$ cat src/rtl/bpf_defs_pkg.sv
// Shared definitions for the packet snooper and its bpfvm neighbour.
// Holds the snooper state encoding and the tkeep-to-byte-count helper.
package bpf_defs_pkg;

    localparam int PACKET_ADDR_WIDTH_DEF = 10;

    typedef enum logic [2:0] {
        WAIT_BUF,
        CAPTURE,
        DRAIN,
        DONE,
        GUARD
    } snoop_state_e;

    // Bytes carried by a final beat; an all-zero keep means a full word.
    function automatic logic [2:0] keep_bytes(input logic [3:0] keep);
        logic [2:0] n;
        n = 3'(keep[0]) + 3'(keep[1]) + 3'(keep[2]) + 3'(keep[3]);
        if (n == 3'd0) begin
            n = 3'd4;
        end
        return n;
    endfunction

endpackage

$ cat src/rtl/packet_snooper.sv
// Captures one AXI-stream packet into the bpfvm packet memory and hands
// the filled buffer over with a one-cycle done pulse.
module packet_snooper
    import bpf_defs_pkg::*;
#(
    parameter int PACKET_ADDR_WIDTH = PACKET_ADDR_WIDTH_DEF,
    parameter int PACKET_DATA_WIDTH = 32
) (
    input  logic                         clk,
    input  logic                         rst,
    input  logic [31:0]                  s_axis_tdata,
    input  logic [3:0]                   s_axis_tkeep,
    input  logic                         s_axis_tvalid,
    input  logic                         s_axis_tlast,
    output logic                         s_axis_tready,
    output logic [PACKET_ADDR_WIDTH-1:0] snooper_wr_addr,
    output logic [PACKET_DATA_WIDTH-1:0] snooper_wr_data,
    output logic                         snooper_wr_en,
    output logic                         snooper_done,
    input  logic                         ready_for_snooper,
    output logic [PACKET_ADDR_WIDTH+2:0] byte_len,
    output logic [31:0]                  pkt_count,
    output logic [15:0]                  trunc_count
);

    localparam int AW = PACKET_ADDR_WIDTH;
    localparam int BW = PACKET_ADDR_WIDTH + 3;
    localparam logic [AW-1:0] IDX_MAX = {AW{1'b1}};
    localparam logic [BW-1:0] TRUNC_LEN = BW'(4) << AW;

    snoop_state_e state_q, state_d;
    logic [AW-1:0] idx_q, idx_d;
    logic [BW-1:0] byte_len_q, byte_len_d;
    logic [31:0] pkt_count_q, pkt_count_d;
    logic [15:0] trunc_count_q, trunc_count_d;
    logic truncated_q, truncated_d;
    logic tready_q, tready_d;
    logic wr_en_q, wr_en_d;
    logic [AW-1:0] wr_addr_q, wr_addr_d;
    logic [PACKET_DATA_WIDTH-1:0] wr_data_q, wr_data_d;
    logic done_q, done_d;

    logic accept;
    logic [BW-1:0] last_len;

    assign accept = s_axis_tvalid & tready_q;
    assign last_len = {1'b0, idx_q, 2'b00} + BW'(keep_bytes(s_axis_tkeep));

    // Next-state, write-port and counter logic for the capture FSM.
    always_comb begin
        state_d = state_q;
        idx_d = idx_q;
        byte_len_d = byte_len_q;
        pkt_count_d = pkt_count_q;
        trunc_count_d = trunc_count_q;
        truncated_d = truncated_q;
        wr_en_d = 1'b0;
        wr_addr_d = wr_addr_q;
        wr_data_d = wr_data_q;
        done_d = 1'b0;
        unique case (state_q)
            WAIT_BUF: begin
                if (ready_for_snooper) begin
                    state_d = CAPTURE;
                    idx_d = '0;
                    truncated_d = 1'b0;
                end
            end
            CAPTURE: begin
                if (accept) begin
                    wr_en_d = 1'b1;
                    wr_addr_d = idx_q;
                    wr_data_d = PACKET_DATA_WIDTH'(s_axis_tdata);
                    idx_d = idx_q + AW'(1);
                    if (s_axis_tlast) begin
                        byte_len_d = last_len;
                        state_d = DONE;
                    end else if (idx_q == IDX_MAX) begin
                        state_d = DRAIN;
                    end
                end
            end
            DRAIN: begin
                if (accept && s_axis_tlast) begin
                    truncated_d = 1'b1;
                    byte_len_d = TRUNC_LEN;
                    state_d = DONE;
                end
            end
            DONE: begin
                done_d = 1'b1;
                pkt_count_d = pkt_count_q + 32'd1;
                if (truncated_q && (trunc_count_q != 16'hFFFF)) begin
                    trunc_count_d = trunc_count_q + 16'd1;
                end
                state_d = GUARD;
            end
            GUARD: begin
                state_d = WAIT_BUF;
            end
            default: begin
                state_d = WAIT_BUF;
            end
        endcase
        tready_d = (state_d == CAPTURE) || (state_d == DRAIN);
    end

    // State and registered outputs; reset abandons any packet in flight.
    always_ff @(posedge clk) begin
        if (!rst) begin
            state_q <= WAIT_BUF;
            idx_q <= '0;
            byte_len_q <= '0;
            pkt_count_q <= '0;
            trunc_count_q <= '0;
            truncated_q <= 1'b0;
            tready_q <= 1'b0;
            wr_en_q <= 1'b0;
            wr_addr_q <= '0;
            wr_data_q <= '0;
            done_q <= 1'b0;
        end else begin
            state_q <= state_d;
            idx_q <= idx_d;
            byte_len_q <= byte_len_d;
            pkt_count_q <= pkt_count_d;
            trunc_count_q <= trunc_count_d;
            truncated_q <= truncated_d;
            tready_q <= tready_d;
            wr_en_q <= wr_en_d;
            wr_addr_q <= wr_addr_d;
            wr_data_q <= wr_data_d;
            done_q <= done_d;
        end
    end

    assign s_axis_tready = tready_q;
    assign snooper_wr_addr = wr_addr_q;
    assign snooper_wr_data = wr_data_q;
    assign snooper_wr_en = wr_en_q;
    assign snooper_done = done_q;
    assign byte_len = byte_len_q;
    assign pkt_count = pkt_count_q;
    assign trunc_count = trunc_count_q;

endmodule

$ cat config.mk
export PLATFORM = sky130hd
export DESIGN_NAME = packet_snooper
export DESIGN_NICKNAME = d
export VERILOG_FILES = /design/src/rtl/bpf_defs_pkg.sv /design/src/rtl/packet_snooper.sv
export SDC_FILE = /design/constraint.sdc
export NUM_CORES = 1
export LEC_CHECK = 0
export CORE_AREA = 8 8 108 135
export CTS_CLUSTER_SIZE = 12
export DETAILED_ROUTE_END_ITERATION = 7
export DIE_AREA = 0 0 116 143
export MAX_ROUTING_LAYER = met4
export PLACE_DENSITY_LB_ADDON = 0.25
export SYNTH_ARGS = -nofsm -noshare
export SYNTH_HDL_FRONTEND = slang
export SYNTH_SLANG_ARGS = --single-unit
$ cat constraint.sdc
create_clock -name clk -period 2.1 [get_ports clk]
set_input_delay 0.21 -clock clk [delete_from_list [all_inputs] [get_ports clk]]
set_output_delay 0.21 -clock clk [all_outputs]
set_load 0.02 [all_outputs]
# Word-level counts from Yosys, hierarchy flattened
# Index checks and enable logic that the tools add are counted.
# word_totals
input_bits	41
output_inout_bits	106
elab_cells	63
regBits	120
# classes
n_eq_ne	11
n_bitwise	1
muxes	19
reduce_logical	14
addsub	7
# ops
cell	count
$mux W13	3
$add A32 B1 Y32 const B	1
$pmux W13 S2	1
$mux W10	2
$pmux W10 S2	1
$mux W3	6
$add A16 B1 Y16 const B	1
$ne A16 B16 Y1 const B	1
$add A12 B3 Y13	1
$pmux W3 S4	1
$add A10 B1 Y10 const B	1
$eq A10 B10 Y1 const B	1
$eq A3 B2 Y1 const B	3
$ne A2 B2 Y1 const B	4
$eq A3 B1 Y1 const B	2
$logic_not A3 Y1	2
$reduce_and A2 Y1	3
$reduce_and A3 Y1	2
$reduce_bool A2 Y1	3
$mux W1	4
$reduce_and A4 Y1	1
$add A2 B1 Y3	1
$add A3 B1 Y3	1
$add A1 B1 Y2	1
4 further kinds	5

# Depth between registers and ports, before layout
# depth
ltp_word	9
depth_mapped	10
mapped_depth_nobuf	10

# Least setup slack after synthesis
# OpenSTA, ideal clock, no wires.
# synth_path
kind	input -> register
from	input port s_axis_tkeep[0]
to	register byte_len_q[4], in the netlist byte_len[4]
path_slack_ps	-126
required_ps	2030
arrival_ps	2156
stages	9
setup_ps	70
path_buffers	0
path_cell_list	fa_1 ha_1 ha_1 o21bai_1 ha_1 ha_1 xnor2_1 or3_1 a21oi_1
# synth_via
elab_chain_cells	9
# synth_lines
item	line_no	source
start, declared	packet_snooper.sv:12	input logic [3:0] s_axis_tkeep,
$add A1 B1 Y2 (*)	bpf_defs_pkg.sv:18	n = 3'(keep[0]) + 3'(keep[1]) + 3'(keep[2]) + 3'(keep[3]);
$add A2 B1 Y3 (*)	bpf_defs_pkg.sv:18	
$add A3 B1 Y3 (*)	bpf_defs_pkg.sv:18	
$logic_not A3 Y1	bpf_defs_pkg.sv:19	if (n == 3'd0) begin
$mux W3 (*)	bpf_defs_pkg.sv:19	
$add A12 B3 Y13 (*)	packet_snooper.sv:47	assign last_len = {1'b0, idx_q, 2'b00} + BW'(keep_bytes(s_axis_tkeep));
$mux W13 (*)	packet_snooper.sv:75	if (s_axis_tlast) begin
$mux W13 (*)	packet_snooper.sv:70	if (accept) begin
$pmux W13 S2 (*)	packet_snooper.sv:61	unique case (state_q)
end signal, assigned	packet_snooper.sv:125	byte_len_q <= byte_len_d;
end, declared	packet_snooper.sv:33	logic [BW-1:0] byte_len_q, byte_len_d;
# Mark *: on every way between the ends. The rest lies on a longest branch, timed or not. The select of a mux whose other input is x is not followed.
# A chain may end at the register's enable or synchronous reset.

# Worst setup path after layout
# layout_path
from	register pkt_count_q[17], in the netlist pkt_count[17]
to	register pkt_count_q[30], in the netlist pkt_count[30]
# layout_via
elab_chain_cells	1
# layout_lines
item	line_no	source
start, declared	packet_snooper.sv:34	logic [31:0] pkt_count_q, pkt_count_d;
start signal, assigned	packet_snooper.sv:126	pkt_count_q <= pkt_count_d;
$add A32 B1 Y32	packet_snooper.sv:92	pkt_count_d = pkt_count_q + 32'd1;
# Every way passes these cells.

==> out/metrics.cfg <==
[run_status]
status = completed

[cts]
cts-buffers-inserted = 17
ctsHoldBuffers = 0
clock_latency_ns = 0.41
clk_pin_slew_worst_paths_ns = 0.06
htreeDepth = 4
cts_tree = yes
clock_path_buffers = 2
cts-root-buf = clkbuf_16
clock-sinks = 120

[drt]
post_drt_wl_per_cell_um = 15.74
drt_first_iter_violations = 335
via_count = 5201
wl_um = 15310
final_antenna_net_count = 0
drc = 0
firstDrtPassIters = 4
vias_per_cell = 5.345

[sta]
max_slew_margin_pct = 64.36
finalSetupViolCount = 0
clock_skew_ns = 0.007305
fmax_ghz = 0.4998
period_share_pct = 95.28
rsz0062_at_grt = false
hold_viol = 0
fin_crit_ns = 2.001
worst_pin_slew_ns = 0.5322
slew_violations = 0

[cells_and_area]
area_growth_pct = 47.75
final_util_pct = 61.88
diodes = 0
nets = 843
drive_gt1_share_pct = 11.18
nFillCells = 1099

[pwr]
power-per-cell-area_nw_per_um2 = 718.1
leakagePower_nw = 2.519
p_total_mw = 5.524
irDropWorstVdd_mv = 0.5034

[yosys]
synth_top_area_share_pct = 46.14
postSynthCellCount = 631
synth_fp_nets = 680
yosysUniqueCellTypes = 51
dominantRegCellSynth = dfxtp_1
avgSynthCellArea_um2 = 8.251
async_flop_share_pct = 0
yosys_warnings = 0
synth_top_cell_by_area = dfxtp_1
synth_edf_count = 0
synth-seq-area-share_pct = 46.14
ys_top_cells_by_area = dfxtp_1 46%, nand2_1 8.4%, a21oi_1 8.0%, or4_1 2.9%, xnor2_1 2.5%
ys_ff_latch = 120
synth_area_um2 = 5206

[critical_path]
worst_path_largest_cell_delay_ns = 0.64
cp_data_arrival_time_ns = 2.34
crit_family = simple AND/OR/NAND/NOR gates
worst-path-max-fanout = 6
critPathBufInv = 0
worst_setup_path_start_kind = flop
crit_path_top_delay_cell = or4_1
cp_data_required_time_ns = 2.44
endpoint_kind = flop
crit_chain = nand4_1 > or4_1 > or4_1 > a21oi_1
crit_path_frequent_cell = or4_1
critical_path_class = flop to flop

[floorplanning]
rows = 46
ios = 147
die_w_um = 116
design.core.area_um2 = 12430
floorplan.initialDensity_pct = 41.88
die_h_um = 143
dieArea_um2 = 16590

[place]
port_buffers = 146
post-dp-hpwl_um = 11010
gp_congestion = 0.8485

[global_routing]
track_usage_pct = 19.05
grt_pass1_vias = 5182
antenna_found_initial = 0
grt_pass1_wl_um = 24700
grt_max_degree = 52
overflow = 0

[min_path]
hold_class = input port to flop

[flow_run]
maxCapViolCount = 0

==> registers in the layout, summed over array words and instances (netlist names) <==
| register | count |
|---|---|
| pkt_count | 32 |
| truncated_q | 1 |
| snooper_done | 1 |
| s_axis_tready | 1 |
| idx_q | 10 |
| trunc_count | 16 |
| byte_len | 13 |
| snooper_wr_data | 32 |
| snooper_wr_en | 1 |
| snooper_wr_addr | 10 |
| state_q | 3 |
==> logic make-up (layout without fill, tap and decap cells) <==
logic type	count (synthesis)	count (layout)	synth area share [%]
multiplexers	5	5	0.9613
adder cells (fa/ha/maj)	8	8	2.067
buffers and inverters	52	226	4.158
AO/OA/AOI/OAI	145	145	15.93
XOR/XNOR	23	23	3.869
flip-flops	120	120	46.14
AND/OR/NAND/NOR	278	278	26.87
==> path summary, 6_finish.rpt <==
check / from / to / slack (ns) / cells after the start
hold reg to reg: snooper_wr_data[15] / snooper_wr_data[15] / 0.45 / 2
hold / removal: s_axis_tdata[16] / snooper_wr_data[16] / 0.35 / 3
setup / recovery: pkt_count[17] / pkt_count[30] / 0.1 / 4
setup reg to reg: pkt_count[17] / pkt_count[30] / 0.1 / 4
==> metrics by stage <==
stage / area (um^2) / instances / hold WS (ns) / setup TNS (ns) / setup WS, ns
2_1_floorplan: 5254 / 631 / 0.3460 / -0.1742 / -0.04859
3_3_place_gp: 7073 / 942 / 0.4412 / -5.583 / -0.6264
3_5_place_dp: 7073 / 942 / 0.4461 / -6.440 / -0.6909
4_1_cts: 7647 / 972 / 0.3359 / 0 / 0.01050
5_1_grt: 7692 / 973 / 0.3405 / 0 / 0.006771
6_report: 7692 / 973 / 0.3512 / 0 / 0.09906
==> cell usage in the layout, fill, tap and decap left out, types with 8 or more instances in the layout <==
cell type / instances
or4_1: 19
nand2_1: 116
inv_1: 14
o21ai_0: 24
xnor2_1: 15
nor2_1: 31
buf_4: 31
or3_1: 20
dfxtp_1: 116
a21oi_1: 83
nor3_1: 8
o31ai_1: 15
nand3_1: 23
clkdlybuf4s50_1: 143
clkbuf_16: 17
xor2_1: 8
nand4_1: 20
==> cell usage after synthesis (all sizes together), types with 15 or more instances <==
library cell / count
dfxtp: 120
nand2: 116
a21oi: 83
nor2: 33
clkbuf: 32
o21ai: 25
nand3: 24
or4: 21
nand4: 20
or3: 20
inv: 15
o31ai: 15
xnor2: 15
==> report_power, final <==
part	leakage (nW)	total, mW	switching (mW)	internal (mW)
registers	0.970	2.32	0.0190	2.30
logic	1.26	0.308	0.151	0.156
clock network	0.291	2.90	0.999	1.90
total	2.52	5.52	1.17	4.36
==> tightest hold or removal path: cells and delay by family <==
kind                   cells  cell delay, ns
buffers and inverters      1            0.39
and+or+nand+nor            1            0.05
AOI/OAI and AO/OA          1            0.05
==> metal layers <==
metal  global-route usage [%]  part of all wire, %
met2                    31.90                   51
met1                    20.36                   42
met5                        -                    0
met3                    5.410                  5.7
met4                    8.761                  2.1
==> area by class of cell <==
| class | instances | area (um^2) | share of cell area [%] |
|---|---|---|---|
| timing repair buffer | 181 | 1764 | 22.93 |
| clock inverter | 10 | 127.6 | 1.659 |
| inverter | 15 | 56.30 | 0.7319 |
| multi-input combinational | 459 | 2670 | 34.71 |
| clock buffer | 20 | 456.7 | 5.937 |
| sequential | 120 | 2407 | 31.29 |
| tap | 168 | 210.2 | 2.733 |
==> repair_timing <==
action	CTS	global route
setup buffers	0	1
pin swaps	8	4
resized for setup	10	7
endpoints found under the setup margin	10	12
endpoints found under the hold margin	0	0
No activity file was read; power rests on OpenSTA's default activity.
